File: config.mk
export PLATFORM = sky130hd
export DESIGN_NAME = frame_tagger
export DESIGN_NICKNAME = d
export VERILOG_FILES = /design/src/rtl/frame_tagger_pkg.sv /design/src/rtl/tag_fifo.sv /design/src/rtl/frame_tagger.sv
export SDC_FILE = /design/constraint.sdc
export NUM_CORES = 1
export LEC_CHECK = 0
export CORE_UTILIZATION = 40
export DETAILED_ROUTE_END_ITERATION = 10
export PLACE_DENSITY = 0.68
export RECOVER_POWER = 25
export SLEW_MARGIN = 25
export SYNTH_ARGS = -nofsm -noshare
export SYNTH_HDL_FRONTEND = slang
export SYNTH_HIERARCHICAL = 1
export SYNTH_SLANG_ARGS = --single-unit
File: constraint.sdc
create_clock -name clk -period 3 [get_ports clk]
set_clock_uncertainty 0.2 [all_clocks]
set_input_delay 0.45 -clock clk [delete_from_list [all_inputs] [get_ports clk]]
set_output_delay 0.45 -clock clk [all_outputs]
set_load 0.01 [all_outputs]
File: src/rtl/frame_tagger_pkg.sv
// Shared definitions for the frame tagger: default widths/depth and the
// input-side FSM state type.
package frame_tagger_pkg;

  localparam int DWIDTH_DEF = 10;
  localparam int VWIDTH_DEF = 4;
  localparam int DEPTH_DEF  = 8;

  typedef enum logic {
    IDLE = 1'b0,
    BODY = 1'b1
  } state_t;

endpackage

File: src/rtl/tag_fifo.sv
// Show-ahead FIFO holding tagged words.
// Ports:
//   clk, rst_n         clock, async active-low reset
//   i_push, i_wdata    write request and entry (ignored when full)
//   i_pop              read request (ignored when empty)
//   o_rdata            head entry, zero while empty
//   o_full, o_empty    occupancy flags
module tag_fifo #(
  parameter int WIDTH = 12,
  parameter int DEPTH = 8
) (
  input  logic             clk,
  input  logic             rst_n,
  input  logic             i_push,
  input  logic [WIDTH-1:0] i_wdata,
  input  logic             i_pop,
  output logic [WIDTH-1:0] o_rdata,
  output logic             o_full,
  output logic             o_empty
);

  localparam int AWIDTH = $clog2(DEPTH);
  localparam int CWIDTH = AWIDTH + 1;

  logic [WIDTH-1:0]  r_mem [DEPTH];
  logic [AWIDTH-1:0] r_wr_ptr;
  logic [AWIDTH-1:0] r_rd_ptr;
  logic [CWIDTH-1:0] r_count;
  logic              w_do_push;
  logic              w_do_pop;

  assign o_full    = (r_count == CWIDTH'(DEPTH));
  assign o_empty   = (r_count == '0);
  assign w_do_push = i_push & ~o_full;
  assign w_do_pop  = i_pop & ~o_empty;
  // Gate the head so a stale entry never leaks out while empty or in reset.
  assign o_rdata   = o_empty ? '0 : r_mem[r_rd_ptr];

  always_ff @(posedge clk) begin
    if (w_do_push) r_mem[r_wr_ptr] <= i_wdata;
  end

  // DEPTH is a power of two, so pointer overflow is the modulo wrap.
  always_ff @(posedge clk or negedge rst_n) begin
    if (!rst_n) begin
      r_wr_ptr <= '0;
      r_rd_ptr <= '0;
      r_count  <= '0;
    end else begin
      if (w_do_push) r_wr_ptr <= r_wr_ptr + AWIDTH'(1);
      if (w_do_pop)  r_rd_ptr <= r_rd_ptr + AWIDTH'(1);
      case ({w_do_push, w_do_pop})
        2'b10:   r_count <= r_count + CWIDTH'(1);
        2'b01:   r_count <= r_count - CWIDTH'(1);
        default: r_count <= r_count;
      endcase
    end
  end

endmodule

File: src/rtl/frame_tagger.sv
// Frame tagger: marks first/last word of each input frame and buffers the
// tagged words in a FIFO; counts frames leaving the block.
// Ports:
//   clk, rst_n                       clock, async active-low reset
//   in_vld, in_data, in_len, in_rdy  input stream (in_len read on first word)
//   out_vld, out_data, out_sop,
//   out_eop, out_rdy                 tagged output stream
//   frm_cnt                          completed (popped) frames, wraps at 256
//   busy                             input side is inside a frame
//
// state | meaning
// IDLE  | next accepted word starts a frame
// BODY  | mid-frame, r_remaining words still expected
module frame_tagger
  import frame_tagger_pkg::*;
#(
  parameter int DWIDTH = DWIDTH_DEF,
  parameter int VWIDTH = VWIDTH_DEF,
  parameter int DEPTH  = DEPTH_DEF
) (
  input  logic              clk,
  input  logic              rst_n,
  input  logic              in_vld,
  input  logic [DWIDTH-1:0] in_data,
  input  logic [VWIDTH-1:0] in_len,
  output logic              in_rdy,
  output logic              out_vld,
  output logic [DWIDTH-1:0] out_data,
  output logic              out_sop,
  output logic              out_eop,
  input  logic              out_rdy,
  output logic [7:0]        frm_cnt,
  output logic              busy
);

  state_t              r_state;
  state_t              w_state_nxt;
  logic [VWIDTH-1:0]   r_remaining;
  logic [VWIDTH-1:0]   w_remaining_nxt;
  logic                w_sop;
  logic                w_eop;
  logic                w_push;
  logic                w_pop;
  logic                w_full;
  logic                w_empty;
  logic                r_rdy_en;
  logic [7:0]          r_frm_cnt;
  logic [DWIDTH+1:0]   w_head;

  // r_rdy_en holds in_rdy low during reset and rises on the first edge after.
  assign in_rdy  = r_rdy_en & ~w_full;
  assign w_push  = in_vld & in_rdy;
  assign out_vld = ~w_empty;
  assign w_pop   = out_vld & out_rdy;
  assign {out_sop, out_eop, out_data} = w_head;
  assign busy    = (r_state == BODY);
  assign frm_cnt = r_frm_cnt;

  // in_len = 0 wraps to remaining = 2^VWIDTH-1, i.e. a full-length frame.
  always_comb begin
    w_state_nxt     = r_state;
    w_remaining_nxt = r_remaining;
    w_sop           = 1'b0;
    w_eop           = 1'b0;
    case (r_state)
      IDLE: begin
        w_sop = 1'b1;
        w_eop = (in_len == VWIDTH'(1));
        if (w_push) begin
          w_remaining_nxt = in_len - VWIDTH'(1);
          if (!w_eop) w_state_nxt = BODY;
        end
      end
      BODY: begin
        w_eop = (r_remaining == VWIDTH'(1));
        if (w_push) begin
          w_remaining_nxt = r_remaining - VWIDTH'(1);
          if (w_eop) w_state_nxt = IDLE;
        end
      end
      default: w_state_nxt = IDLE;
    endcase
  end

  always_ff @(posedge clk or negedge rst_n) begin
    if (!rst_n) begin
      r_state     <= IDLE;
      r_remaining <= '0;
      r_rdy_en    <= 1'b0;
      r_frm_cnt   <= '0;
    end else begin
      r_state     <= w_state_nxt;
      r_remaining <= w_remaining_nxt;
      r_rdy_en    <= 1'b1;
      if (w_pop && out_eop) r_frm_cnt <= r_frm_cnt + 8'd1;
    end
  end

  tag_fifo #(
    .WIDTH (DWIDTH + 2),
    .DEPTH (DEPTH)
  ) u_fifo (
    .clk     (clk),
    .rst_n   (rst_n),
    .i_push  (w_push),
    .i_wdata ({w_sop, w_eop, in_data}),
    .i_pop   (w_pop),
    .o_rdata (w_head),
    .o_full  (w_full),
    .o_empty (w_empty)
  );

endmodule

==> results_dict.tcl <==
set metrics [dict create \
    final_common_cell "edfxtp_1" \
    viasPerCell 5.01 \
    ys_warn_count 6 \
    drv_cap 0 \
    firstDrtPassIters 4 \
    ant_nets 0 \
    drive_gt1_share_pct 23.6 \
    met1_length_mm 4.40 \
    crit_path_max_fanout 12 \
    first_iter_violations 155 \
    crit_arrival_ns 2.27 \
    initial_core_util_pct 41.7 \
    hold_slack_ns 0.267 \
    max_freq_mhz 343 \
    dieArea_sq_mm 0.0132 \
    synth_async_sr_flop_share_pct 20.0 \
    slowest_stage "mux4_2" \
    dp_hpwl_mm 5.43 \
    cts_tree "done" \
    worst_setup_path_start_kind "flop" \
    powerDensity_mw_per_mm2 987 \
    syn_area_sq_mm 0.00509 \
    drc 0 \
    synth_nets 318 \
    h-tree-depth 4 \
    rows 40 \
    hold_class "reg -> reg" \
    critPathTopFamily "buffers and inverters" \
    gp_congestion 0.706 \
    rsz0062_at_grt "false" \
    final_cell_mix "edfxtp_1, buf_4, dfrtp_1" \
    slew_headroom_pct 11.4 \
    path_buf_inv 2 \
    hold_viol 0 \
    synth_cell_types 49 \
    track_usage_pct 15.9 \
    critPathMaxStageDelay_ns 0.50 \
    io_pins 41 \
    fin_nets 397 \
    clkSinkCount 120 \
    grt_pass1_vias 2803 \
    wire_per_inst_microns 17.2 \
    worst_pin_slew_ns 1.33 \
    clock_latency_ns 0.40 \
    finalWirelength_mm 9.45 \
    p_leak_nw 2.49 \
    criticalPathCategory "reg -> out" \
    fin_crit_sh_pct 97.2 \
    core_sq_mm 0.0122 \
    chipHeight_microns 115 \
    seq_area_frac_synth_pct 68.4 \
    ys_seq_elements 120 \
    ys.flop_type "edfxtp_1" \
    die_w_microns 115 \
    ir_drop_v 0.000480 \
    worst_slack_ns 0.0844 \
    dr_wl_met3_microns 342 \
    antenna_found_initial 0 \
    drv_slew 0 \
    port_buffers 40 \
    layout_min_cycle_time_ns 2.92 \
    cp-end-kind "output pin" \
    cp_cell_sequence "buf_16, mux4_2, mux2i_1, nor2_1, clkdlybuf4s50_1" \
    synth.avg_cell_area_sq_um 17.6 \
    setup_violations 0 \
    n_antenna_cell 0 \
    grt_overflow 0 \
    highest_layer "met4" \
    status "finished, final reports clean" \
    synth_cells 290 \
    clock-root-buffer "clkbuf_16" \
    num_vias 2758 \
    grt_max_degree 25 \
    met2_wirelength_mm 4.58 \
    cts.path.max_buffers 2 \
    cts_buffers 17 \
    grt_pass1_wl_mm 14.9 \
    synth_edf_count 96 \
    crit_required_ns 2.35 \
    clkTransAtPathRegs_ns 0.05 \
    place_ws_ns 0.129 \
    syn_to_final_growth_pct 27.9 \
]
cell type report:
| cell class | instances | area [sq um] |
|---|---|---|
| Timing Repair Buffer | 70 | 699 |
| Fill cell | 1009 | 5700 |
| Clock buffer | 20 | 437 |
| Tap cell | 168 | 210 |
| Multi-Input combinational cell | 152 | 1500 |
| Clock inverter | 12 | 150 |
| Inverter | 8 | 30.0 |
| Sequential cell | 120 | 3480 |
metrics by stage:
step                instances  power (W)  util, %  setup TNS (ns)  cell area [sq um]
floorplan                 290    0.00358        -               0               5090
global placement          509    0.00429     47.4               0               5790
detailed placement        509    0.00434     47.4               0               5790
CTS                       542    0.00642     52.5          -0.176               6410
global route              550    0.00678     53.3               0               6510
finish                    550    0.00642     53.3               0               6510
registers in the layout (all words and copies together) (netlist names):
| name | flops |
|---|---|
| u_fifo/r_wr_ptr | 3 |
| u_fifo/r_count | 4 |
| u_fifo/r_mem | 96 |
| busy | 1 |
| u_fifo/r_rd_ptr | 3 |
| r_rdy_en | 1 |
| frm_cnt | 8 |
| r_remaining | 4 |
where the power goes:
group | internal (W) | leakage, nW | switching [W]
Sequential | 0.00207 | 1.16 | 0.000234
Combinational | 0.00118 | 1.05 | 0.000943
Clock | 0.00130 | 0.274 | 0.000701
Total | 0.00455 | 2.49 | 0.00188
path summary, 6_finish.rpt:
path                                          from                 end  slack, ns  cells past startpoint
min in group asynchronous                    rst_n   u_fifo/r_count[3]       0.66                      2
worst min register to register          frm_cnt[7]          frm_cnt[7]       0.27                      1
worst max-delay path            u_fifo/r_rd_ptr[0]         out_data[7]       0.08                      5
max in group asynchronous                    rst_n  u_fifo/r_rd_ptr[0]       1.06                      2
worst max register to register   u_fifo/r_count[2]   u_fifo/r_count[3]       0.23                     12
worst min-delay path                    frm_cnt[7]          frm_cnt[7]       0.27                      1
worst register-to-register path: cells and delay by family, from the launching register on:
family | cells | cell delay [ns]
adder cells (fa/ha/maj) | 1 | 0.21
AO/OA/AOI/OAI | 2 | 0.53
XOR/XNOR | 1 | 0.14
flip-flops | 1 | 0.47
buffers and inverters | 3 | 0.30
AND/OR/NAND/NOR | 5 | 0.80
per-layer routing:
layer / vias up / global-route usage (%)
li1: 1282 / -
met1: 1401 / 21.0
met2: 63 / 25.5
met3: 12 / 3.80
met4: 0 / 6.23
met5: - / 0
cells in the mapped netlist, types with 2 or more instances:
master / n / area (sq um)
edfxtp_1: 96 / 2880
dfrtp_1: 24 / 601
mux4_2: 20 / 450
nand3b_4: 2 / 40.0
xor2_1: 9 / 78.8
nor2b_1: 2 / 12.5
mux2_2: 2 / 22.5
nand2_1: 13 / 48.8
buf_2: 4 / 20.0
nor2_1: 22 / 82.6
nand4_1: 2 / 12.5
o21ai_0: 4 / 20.0
nor3_1: 6 / 30.0
ha_1: 10 / 125
xnor2_1: 7 / 61.3
nor3_2: 2 / 20.0
a21oi_1: 2 / 10.0
nand2b_1: 5 / 31.3
inv_1: 7 / 26.3
nor4_1: 3 / 18.8
mux2i_1: 13 / 130
mux4_1: 4 / 105
nand3_1: 5 / 25.0
kinds of logic (layout without fill, tap and decap cells):
family	after synthesis	in the layout	synth area share (%)
compound gates	13	13	1.75
mux	40	40	14.1
simple gates	72	72	8.19
other cells	1	1	0.0737
xor+xnor	16	16	2.75
flops	120	120	68.4
buf+inv	18	110	2.21
fa+ha+maj	10	10	2.46
repair_timing:
action,4_1_cts,5_1_grt
setup endpoints to repair,4,12
resized for setup,1,14
setup buffers,0,7
hold buffers,0,0
gates cloned,1,1
Power figures use the tool's default switching activity.
